## src/rtl/wb_stage_pipe.sv

```systemverilog
// Registered RV writeback stage with variable-latency load wait and timeout.
// Optional retire counter output enabled by defining WB_RETIRE_CNT_EN.
module wb_stage_pipe #(
  parameter int XLEN       = 32,
  parameter int OFFW       = 2,
  parameter int LD_TIMEOUT = 255
) (
  input  logic            i_clk,
  input  logic            i_rst_n,
  input  logic            i_wb_valid,
  input  logic [1:0]      i_wb_sel,
  input  logic [4:0]      i_rd_addr,
  input  logic            i_rd_wren,
  input  logic [XLEN-1:0] i_alu_data,
  input  logic [XLEN-1:0] i_pc,
  input  logic [2:0]      i_ld_funct3,
  input  logic [OFFW-1:0] i_ld_addr_lsb,
  input  logic            i_ld_rvalid,
  input  logic [XLEN-1:0] i_ld_rdata,
  output logic            o_stall,
  output logic            o_rd_wren,
  output logic [4:0]      o_rd_addr,
  output logic [XLEN-1:0] o_rd_data,
  output logic            o_insn_vld,
  output logic [XLEN-1:0] o_pc_debug,
  output logic            o_ld_err
`ifdef WB_RETIRE_CNT_EN
  ,
  output logic [63:0]     o_retire_cnt
`endif
);

  localparam logic [0:0] IDLE    = 1'b0;
  localparam logic [0:0] WAIT_LD = 1'b1;
  localparam int CW = $clog2(LD_TIMEOUT + 1);
  localparam logic [CW-1:0] CNT_LAST = CW'(LD_TIMEOUT - 1);

  logic [0:0]      st;
  logic [CW-1:0]   cnt;
  logic [4:0]      cap_rd;
  logic            cap_wren;
  logic [XLEN-1:0] cap_pc;
  logic [2:0]      cap_f3;
  logic [OFFW-1:0] cap_lsb;

  logic            retire;
  logic            go_wait;
  logic            tmo;
  logic [4:0]      n_addr;
  logic            n_wren;
  logic [XLEN-1:0] n_pc;
  logic [XLEN-1:0] n_data;

  // Shift the addressed lane down to bit 0, then extend by load type.
  function automatic logic [XLEN-1:0] align(
    input logic [XLEN-1:0] w,
    input logic [2:0]      f3,
    input logic [OFFW-1:0] lsb
  );
    logic [OFFW-1:0]    off;
    logic [XLEN-1:0]    sh;
    logic signed [7:0]  sb;
    logic signed [15:0] shw;
    logic signed [31:0] sw;
    case (f3)
      3'b000, 3'b100: off = lsb;
      3'b001, 3'b101: off = lsb & ~OFFW'(1);
      3'b011: off = (XLEN == 64) ? '0 : (lsb & ~OFFW'(3));
      default: off = lsb & ~OFFW'(3);
    endcase
    sh  = w >> {off, 3'b000};
    sb  = sh[7:0];
    shw = sh[15:0];
    sw  = sh[31:0];
    case (f3)
      3'b000: align = XLEN'(sb);
      3'b100: align = XLEN'(sh[7:0]);
      3'b001: align = XLEN'(shw);
      3'b101: align = XLEN'(sh[15:0]);
      3'b110: align = XLEN'(sh[31:0]);
      3'b011: align = (XLEN == 64) ? sh : XLEN'(sw);
      default: align = XLEN'(sw);
    endcase
  endfunction

  always_comb begin
    o_stall = 1'b0;
    retire  = 1'b0;
    go_wait = 1'b0;
    tmo     = 1'b0;
    n_addr  = i_rd_addr;
    n_wren  = i_rd_wren;
    n_pc    = i_pc;
    n_data  = i_alu_data;
    unique case (1'b1)
      st == IDLE: begin
        if (i_wb_valid) begin
          if (i_wb_sel == 2'b01 && !i_ld_rvalid) begin
            go_wait = 1'b1;
            o_stall = 1'b1;
          end else begin
            retire = 1'b1;
          end
        end
        unique case (i_wb_sel)
          2'b01: n_data = align(i_ld_rdata, i_ld_funct3,
                                i_ld_addr_lsb);
          2'b11: n_data = i_pc + XLEN'(4);
          default: n_data = i_alu_data;
        endcase
      end
      default: begin
        n_addr = cap_rd;
        n_wren = cap_wren;
        n_pc   = cap_pc;
        // rvalid takes priority over an expiring timeout
        if (i_ld_rvalid) begin
          retire = 1'b1;
          n_data = align(i_ld_rdata, cap_f3, cap_lsb);
        end else if (cnt == CNT_LAST) begin
          retire = 1'b1;
          tmo    = 1'b1;
          n_data = '0;
        end else begin
          o_stall = 1'b1;
          n_data  = '0;
        end
      end
    endcase
  end

  always_ff @(posedge i_clk or negedge i_rst_n) begin
    if (!i_rst_n) begin
      st       <= IDLE;
      cnt      <= '0;
      cap_rd   <= '0;
      cap_wren <= 1'b0;
      cap_pc   <= '0;
      cap_f3   <= '0;
      cap_lsb  <= '0;
    end else begin
      if (go_wait) begin
        st       <= WAIT_LD;
        cnt      <= '0;
        cap_rd   <= i_rd_addr;
        cap_wren <= i_rd_wren;
        cap_pc   <= i_pc;
        cap_f3   <= i_ld_funct3;
        cap_lsb  <= i_ld_addr_lsb;
      end else if (st == WAIT_LD) begin
        if (retire) begin
          st  <= IDLE;
          cnt <= '0;
        end else begin
          cnt <= cnt + CW'(1);
        end
      end
    end
  end

  always_ff @(posedge i_clk or negedge i_rst_n) begin
    if (!i_rst_n) begin
      o_rd_wren  <= 1'b0;
      o_rd_addr  <= '0;
      o_rd_data  <= '0;
      o_insn_vld <= 1'b0;
      o_pc_debug <= '0;
      o_ld_err   <= 1'b0;
    end else begin
      o_rd_wren  <= retire & n_wren & (n_addr != 5'd0);
      o_insn_vld <= retire;
      o_ld_err   <= tmo;
      if (retire) begin
        o_rd_addr  <= n_addr;
        o_rd_data  <= n_data;
        o_pc_debug <= n_pc;
      end
    end
  end

`ifdef WB_RETIRE_CNT_EN
  always_ff @(posedge i_clk or negedge i_rst_n) begin
    if (!i_rst_n) begin
      o_retire_cnt <= '0;
    end else if (o_insn_vld) begin
      o_retire_cnt <= o_retire_cnt + 64'd1;
    end
  end
`endif

endmodule

```

## config.mk

```make
export PLATFORM = sky130hd
export DESIGN_NAME = wb_stage_pipe
export DESIGN_NICKNAME = d
export VERILOG_FILES = /design/src/rtl/wb_stage_pipe.sv
export SDC_FILE = /design/constraint.sdc
export NUM_CORES = 1
export LEC_CHECK = 0
export ABC_CLOCK_PERIOD_IN_PS = 4000
export CORE_ASPECT_RATIO = 0.7
export CORE_MARGIN = 2
export CORE_UTILIZATION = 35
export CTS_CLUSTER_SIZE = 25
export DETAILED_ROUTE_END_ITERATION = 8
export GPL_ROUTABILITY_DRIVEN = 0
export PLACE_DENSITY = 0.67
export SYNTH_ARGS = -nofsm -noshare
export SYNTH_HDL_FRONTEND = slang
export SYNTH_SLANG_ARGS = --single-unit
```

## constraint.sdc

```tcl
create_clock -name i_clk -period 4 [get_ports i_clk]
set_input_delay 0.8 -clock i_clk [delete_from_list [all_inputs] [get_ports i_clk]]
set_output_delay 0.8 -clock i_clk [all_outputs]
set_load 0.05 [all_outputs]
```

Yosys cells after proc, flatten, opt, wreduce, memory -nomap -nowiden

Cells that the tools add are included.

Bits in registers: 124
Word-level logic and storage cells: 71

Add/sub/neg operators: 2
Equal/unequal tests: 9
Shift-type cells: 2
Mux-type cells: 33
Bitwise gates (word level): 2
Reduce and logical (&&, ||, !) cells: 10

Operators by type and width:

| cell                  | count |
|---|---|
| $pmux 32 s4           | 2 |
| $mux 32               | 3 |
| $pmux 32 s2           | 1 |
| $shr 32x5->32         | 2 |
| $add 32x3->32 const B | 1 |
| $mux 8                | 3 |
| $mux 1                | 17 |
| $eq 3x3->1 const B    | 4 |
| $add 8x1->8 const B   | 1 |
| $eq 8x8->1 const B    | 1 |
| $mux 2                | 4 |
| $pmux 2 s2            | 2 |
| $reduce_or 2->1       | 4 |
| $eq 3x1->1 const B    | 2 |
| $logic_not 3->1       | 2 |
| $mux 5                | 1 |
| $reduce_bool 5->1     | 1 |
| $and 1x1->1           | 2 |
| $eq 2x1->1 const B    | 1 |
| $eq 2x2->1 const B    | 1 |
| $reduce_bool 2->1     | 1 |
| $logic_and 1x1->1     | 1 |
| $logic_not 1->1       | 1 |

Longest topological paths before layout

Word-level depth: 9
Mapped depth: 9

Least setup slack after synthesis

Ideal clock, no wire load.

Kind: input to output
Start point: input port i_wb_sel[0]
End point: output port o_stall
Arrival: 2.156 ns
Setup slack: 1.044 ns
Stages on the path: 6
Cells stage by stage: buf_2 nor3b_1 nand2_1 clkbuf_1 clkbuf_1 nand2_1

Longest elaborated chain between the ends: 5

Ends and longest elaborated chain:

| what               | RTL line | RTL |
|---|---|---|
| start: declaration | 11       | `input logic [1:0] i_wb_sel,` |
| $eq 2x1->1         | 98       | `if (i_wb_sel == 2'b01 && !i_ld_rvalid) begin` |
| $logic_and 1x1->1  | 98       |  |
| $mux 1             | 98       |  |
| $mux 1             | 97       | `if (i_wb_valid) begin` |
| $mux 1             | 95       | `unique case (1'b1)` |
| end: declaration   | 20       | `output logic o_stall,` |

Every way passes these cells.

Worst setup path after layout

Start point: input port i_ld_funct3[1]
End point: register o_rd_data[18]

Longest elaborated chain between the ends: 9
Elaborated cells between the ends (all ways): 13
Classes of those cells: 3 x eq/ne; 1 x shift; 6 x mux; 3 x reduce/logical

Ends and longest elaborated chain:

| what                               | RTL line | RTL |
|---|---|---|
| start: declaration                 | 16       | `input logic [2:0] i_ld_funct3,` |
| $eq 3x3->1 (tied with other cells) | 65, 75   |  |
| $reduce_or 2->1                    | 65       | `case (f3)` |
| $pmux 2 s2                         | 65       |  |
| $mux 2                             | 105      | `unique case (i_wb_sel)` |
| $mux 2                             | 95       |  |
| $shr 32x5->32                      | 71       | `sh = w >> {off, 3'b000};` |
| $pmux 32 s4 *                      | 75       | `case (f3)` |
| $pmux 32 s2 *                      | 105      |  |
| $mux 32 *                          | 95       |  |
| end signal: assignment             | 175      | `o_rd_data <= n_data;` |
| end: declaration                   | 23       | `output logic [XLEN-1:0] o_rd_data,` |

Every way passes the cells marked *; elsewhere a longest branch is shown, timed or not. The select of a mux whose other input is x is not followed.
A chain may end at the register's enable or synchronous reset.

==> flow_metrics.env <==
export IMPL_clockBufferDepth=2
export IMPL_ys_ff_latch=124
export IMPL_grt_pass1_vias=6526
export IMPL_yosys_warnings=0
export IMPL_drv_slew=0
export IMPL_wl_per_cell_um=21.3
export IMPL_drc=0
export IMPL_finalCritPeriodShare_pct=81.1
export IMPL_finalPower_mw=4.72
export IMPL_fp_dieArea_um2=22100
export IMPL_rsz0062_at_grt="false"
export IMPL_synth_edf_count=0
export IMPL_grt_pass1_wl_mm=39.3
export IMPL_dr_pass1_iters=7
export IMPL_die_y_um=125
export IMPL_io_pins=186
export IMPL_clockRootBuffer="clkbuf_16"
export IMPL_rows=44
export IMPL_grtUsageTotal_pct=23.7
export IMPL_setup_ws_ns=0.757
export IMPL_worst_slew_pin_slew_ns=0.919
export IMPL_fin_tns_setup_ns=0
export IMPL_leakagePower_nw=4.02
export IMPL_fin_skew_ns=0.0116
export IMPL_maxCapViolCount=0
export IMPL_drt_iter0_markers=749
export IMPL_cp_max_fo=15
export IMPL_critPathRequiredTime_ns=4.33
export IMPL_clk_latency_ns=0.43
export IMPL_syn_area_per_cell_um2=9.81
export IMPL_final_common_cell="clkdlybuf4s50_1"
export IMPL_syn_num_nets=861
export IMPL_fin_nets=1037
export IMPL_worstPathArrival_ns=3.57
export IMPL_status="finished clean"
export IMPL_hpwlAfterDp_mm=19.2
export IMPL_antenna_found_initial=0
export IMPL_drt_vias_per_instance=5.68
export IMPL_die_w_um=177
export IMPL_cts_tree="yes"
export IMPL_cts_hold_buf=0
export IMPL_n_antenna_cell=0
export IMPL_drt_wl_total_mm=25.8
export IMPL_hold_path_class="in -> async"
export IMPL_drt_antenna_violating_nets=0
export IMPL_htree_levels=4
export IMPL_power_density_nw_per_um2=468
export IMPL_initial_core_util_pct=35.5
export IMPL_dpl_worst_slack_ns=0.471
export IMPL_grt_max_degree=83
export IMPL_setup_viol=0
export IMPL_synth_flop_cell="dfrtp_1"
export IMPL_critPathCaptureType="flip-flop"
export IMPL_clock_fmax_mhz=308
export IMPL_numCtsBuffers=17
export IMPL_syn_area_um2=7310
export IMPL_drive_gt1_share_pct=13.3
export IMPL_cts_sinks=124
export IMPL_core_um2=20600
export IMPL_final_cell_mix="clkdlybuf4s50_1 (183), dfrtp_1 (123), nand2_1 (95)"
export IMPL_finalHoldViolCount=0
export IMPL_crit_path_start_kind="primary input"
export IMPL_peakVddDrop_mv=0.268
export IMPL_dp_cells=1178
export IMPL_post_cts_buffers=0
export IMPL_postPlaceCellArea_um2=9500
export IMPL_design_area_um2=10100
export IMPL_portBuffers=185
export IMPL_relSlewSlack_pct=38.7
export IMPL_seq_area_frac_synth_pct=42.5
export IMPL_worstSetupPathType="in -> reg"
export IMPL_vias=6869
export IMPL_async_flop_share_pct=100
export IMPL_finalCriticalPeriod_ns=3.24
export IMPL_finalNonFillerCells=1210
export IMPL_netlist_instances=745
export IMPL_synth_cell_types=59
export IMPL_grt_overflow_total=0
export IMPL_clk_pin_slew_worst_paths_ns=0.05
export IMPL_syn_to_final_growth_pct=38.0
export IMPL_cts_resized=0
[cell type report]
type / instances / area, µm²
Sequential cell: 124 / 3100
Tap cell: 276 / 345
Timing Repair Buffer: 206 / 2040
Multi-Input combinational cell: 555 / 3950
Clock buffer: 21 / 460
Fill cell: 1927 / 10500
Clock inverter: 11 / 119
Inverter: 17 / 63.8
[sequential cells by signal (all words and copies together), names as in the netlist, 2 cells and up]
register,count
cap_f3,3
cap_lsb,2
cap_pc,32
cap_rd,5
cnt,8
o_pc_debug,32
o_rd_addr,5
o_rd_data,32
[worst max-delay path, stage by stage]
cell and delay [ns]:
clkdlybuf4s50_1 0.68, nor2b_1 0.63, a221o_1 0.42, o31a_1 0.56, a21oi_1 0.23, o2111ai_1 0.24
[power breakdown]
group / switching (mW) / leakage, nW / internal, mW
clock network: 0.589 / 0.275 / 0.945
registers: 0.156 / 1.53 / 1.48
logic: 0.937 / 2.22 / 0.613
total: 1.68 / 4.02 / 3.04
[worst paths after layout]
kind	startpoint	end	slack [ns]	cells after the start
hold / removal	i_rst_n	o_rd_addr[3]	0.38	1
setup reg to reg	st	o_rd_data[16]	1.17	4
setup / recovery	i_ld_funct3[1]	o_rd_data[18]	0.76	6
max in group asynchronous	i_rst_n	cap_pc[24]	2.72	2
min in group i_clk	cnt[6]	cnt[6]	0.47	1
hold reg to reg	cnt[6]	cnt[6]	0.47	1
[metal layers]
| metal | part of all wire [%] | up-vias | track usage (%) |
|---|---|---|---|
| li1 | - | 3105 | - |
| met1 | 47 | 3379 | 35.3 |
| met2 | 41 | 350 | 32.9 |
| met3 | 10 | 35 | 6.90 |
| met4 | 1.9 | 0 | 6.66 |
| met5 | 0 | - | 0 |
[cells in the mapped netlist (all sizes together), types with 2 or more instances]
cell / instances / share of area (%)
a221oi: 14 / 2.1
a21oi: 19 / 1.3
o2bb2ai: 2 / 0.24
o211ai: 5 / 0.51
xnor2: 21 / 2.5
mux4: 14 / 4.3
nand3: 21 / 1.4
mux2: 43 / 6.7
or2: 2 / 0.17
and3: 7 / 0.60
and2: 7 / 0.60
inv: 17 / 0.87
clkbuf: 39 / 2.0
buf: 10 / 0.74
a221o: 8 / 1.1
a2bb2oi: 8 / 0.96
o221ai: 2 / 0.24
a222oi: 3 / 0.41
a22o: 9 / 1.1
a22oi: 15 / 1.5
nor2: 27 / 1.4
and4: 5 / 0.60
nor3: 6 / 0.41
ha: 3 / 0.51
o21a: 2 / 0.21
nand2b: 16 / 1.4
a31oi: 15 / 1.3
nand4: 14 / 1.2
nor3b: 4 / 0.55
o31a: 2 / 0.24
nand2: 96 / 4.9
a32oi: 2 / 0.24
dfrtp: 124 / 42
xor2: 5 / 0.60
o31ai: 2 / 0.21
mux2i: 38 / 5.2
nor2b: 14 / 1.2
o2111ai: 2 / 0.24
o21ai: 91 / 6.2
[logic make-up (layout without fill, tap and decap cells)]
kind of cell	after synthesis	count (layout)	synth area share, %
xor gates and xnor gates	26	26	3.12
muxes	95	95	16.2
DFF	124	124	42.5
buffers and inverters	66	255	3.61
AOI/OAI and AO/OA	205	205	18.6
and+or+nand+nor	226	226	15.5
adders and majority gates	3	3	0.514
[per-stage QoR]
| step | hold slack, ns | utilization (%) |
|---|---|---|
| after floorplan | 0.442 | - |
| after global placement | 0.463 | 46.2 |
| after detailed placement | 0.470 | 46.2 |
| after CTS | 0.400 | 49.0 |
| after global routing | 0.421 | 49.0 |
| final | 0.381 | 49.0 |
Note: power is estimated with default switching activity, not from simulation.
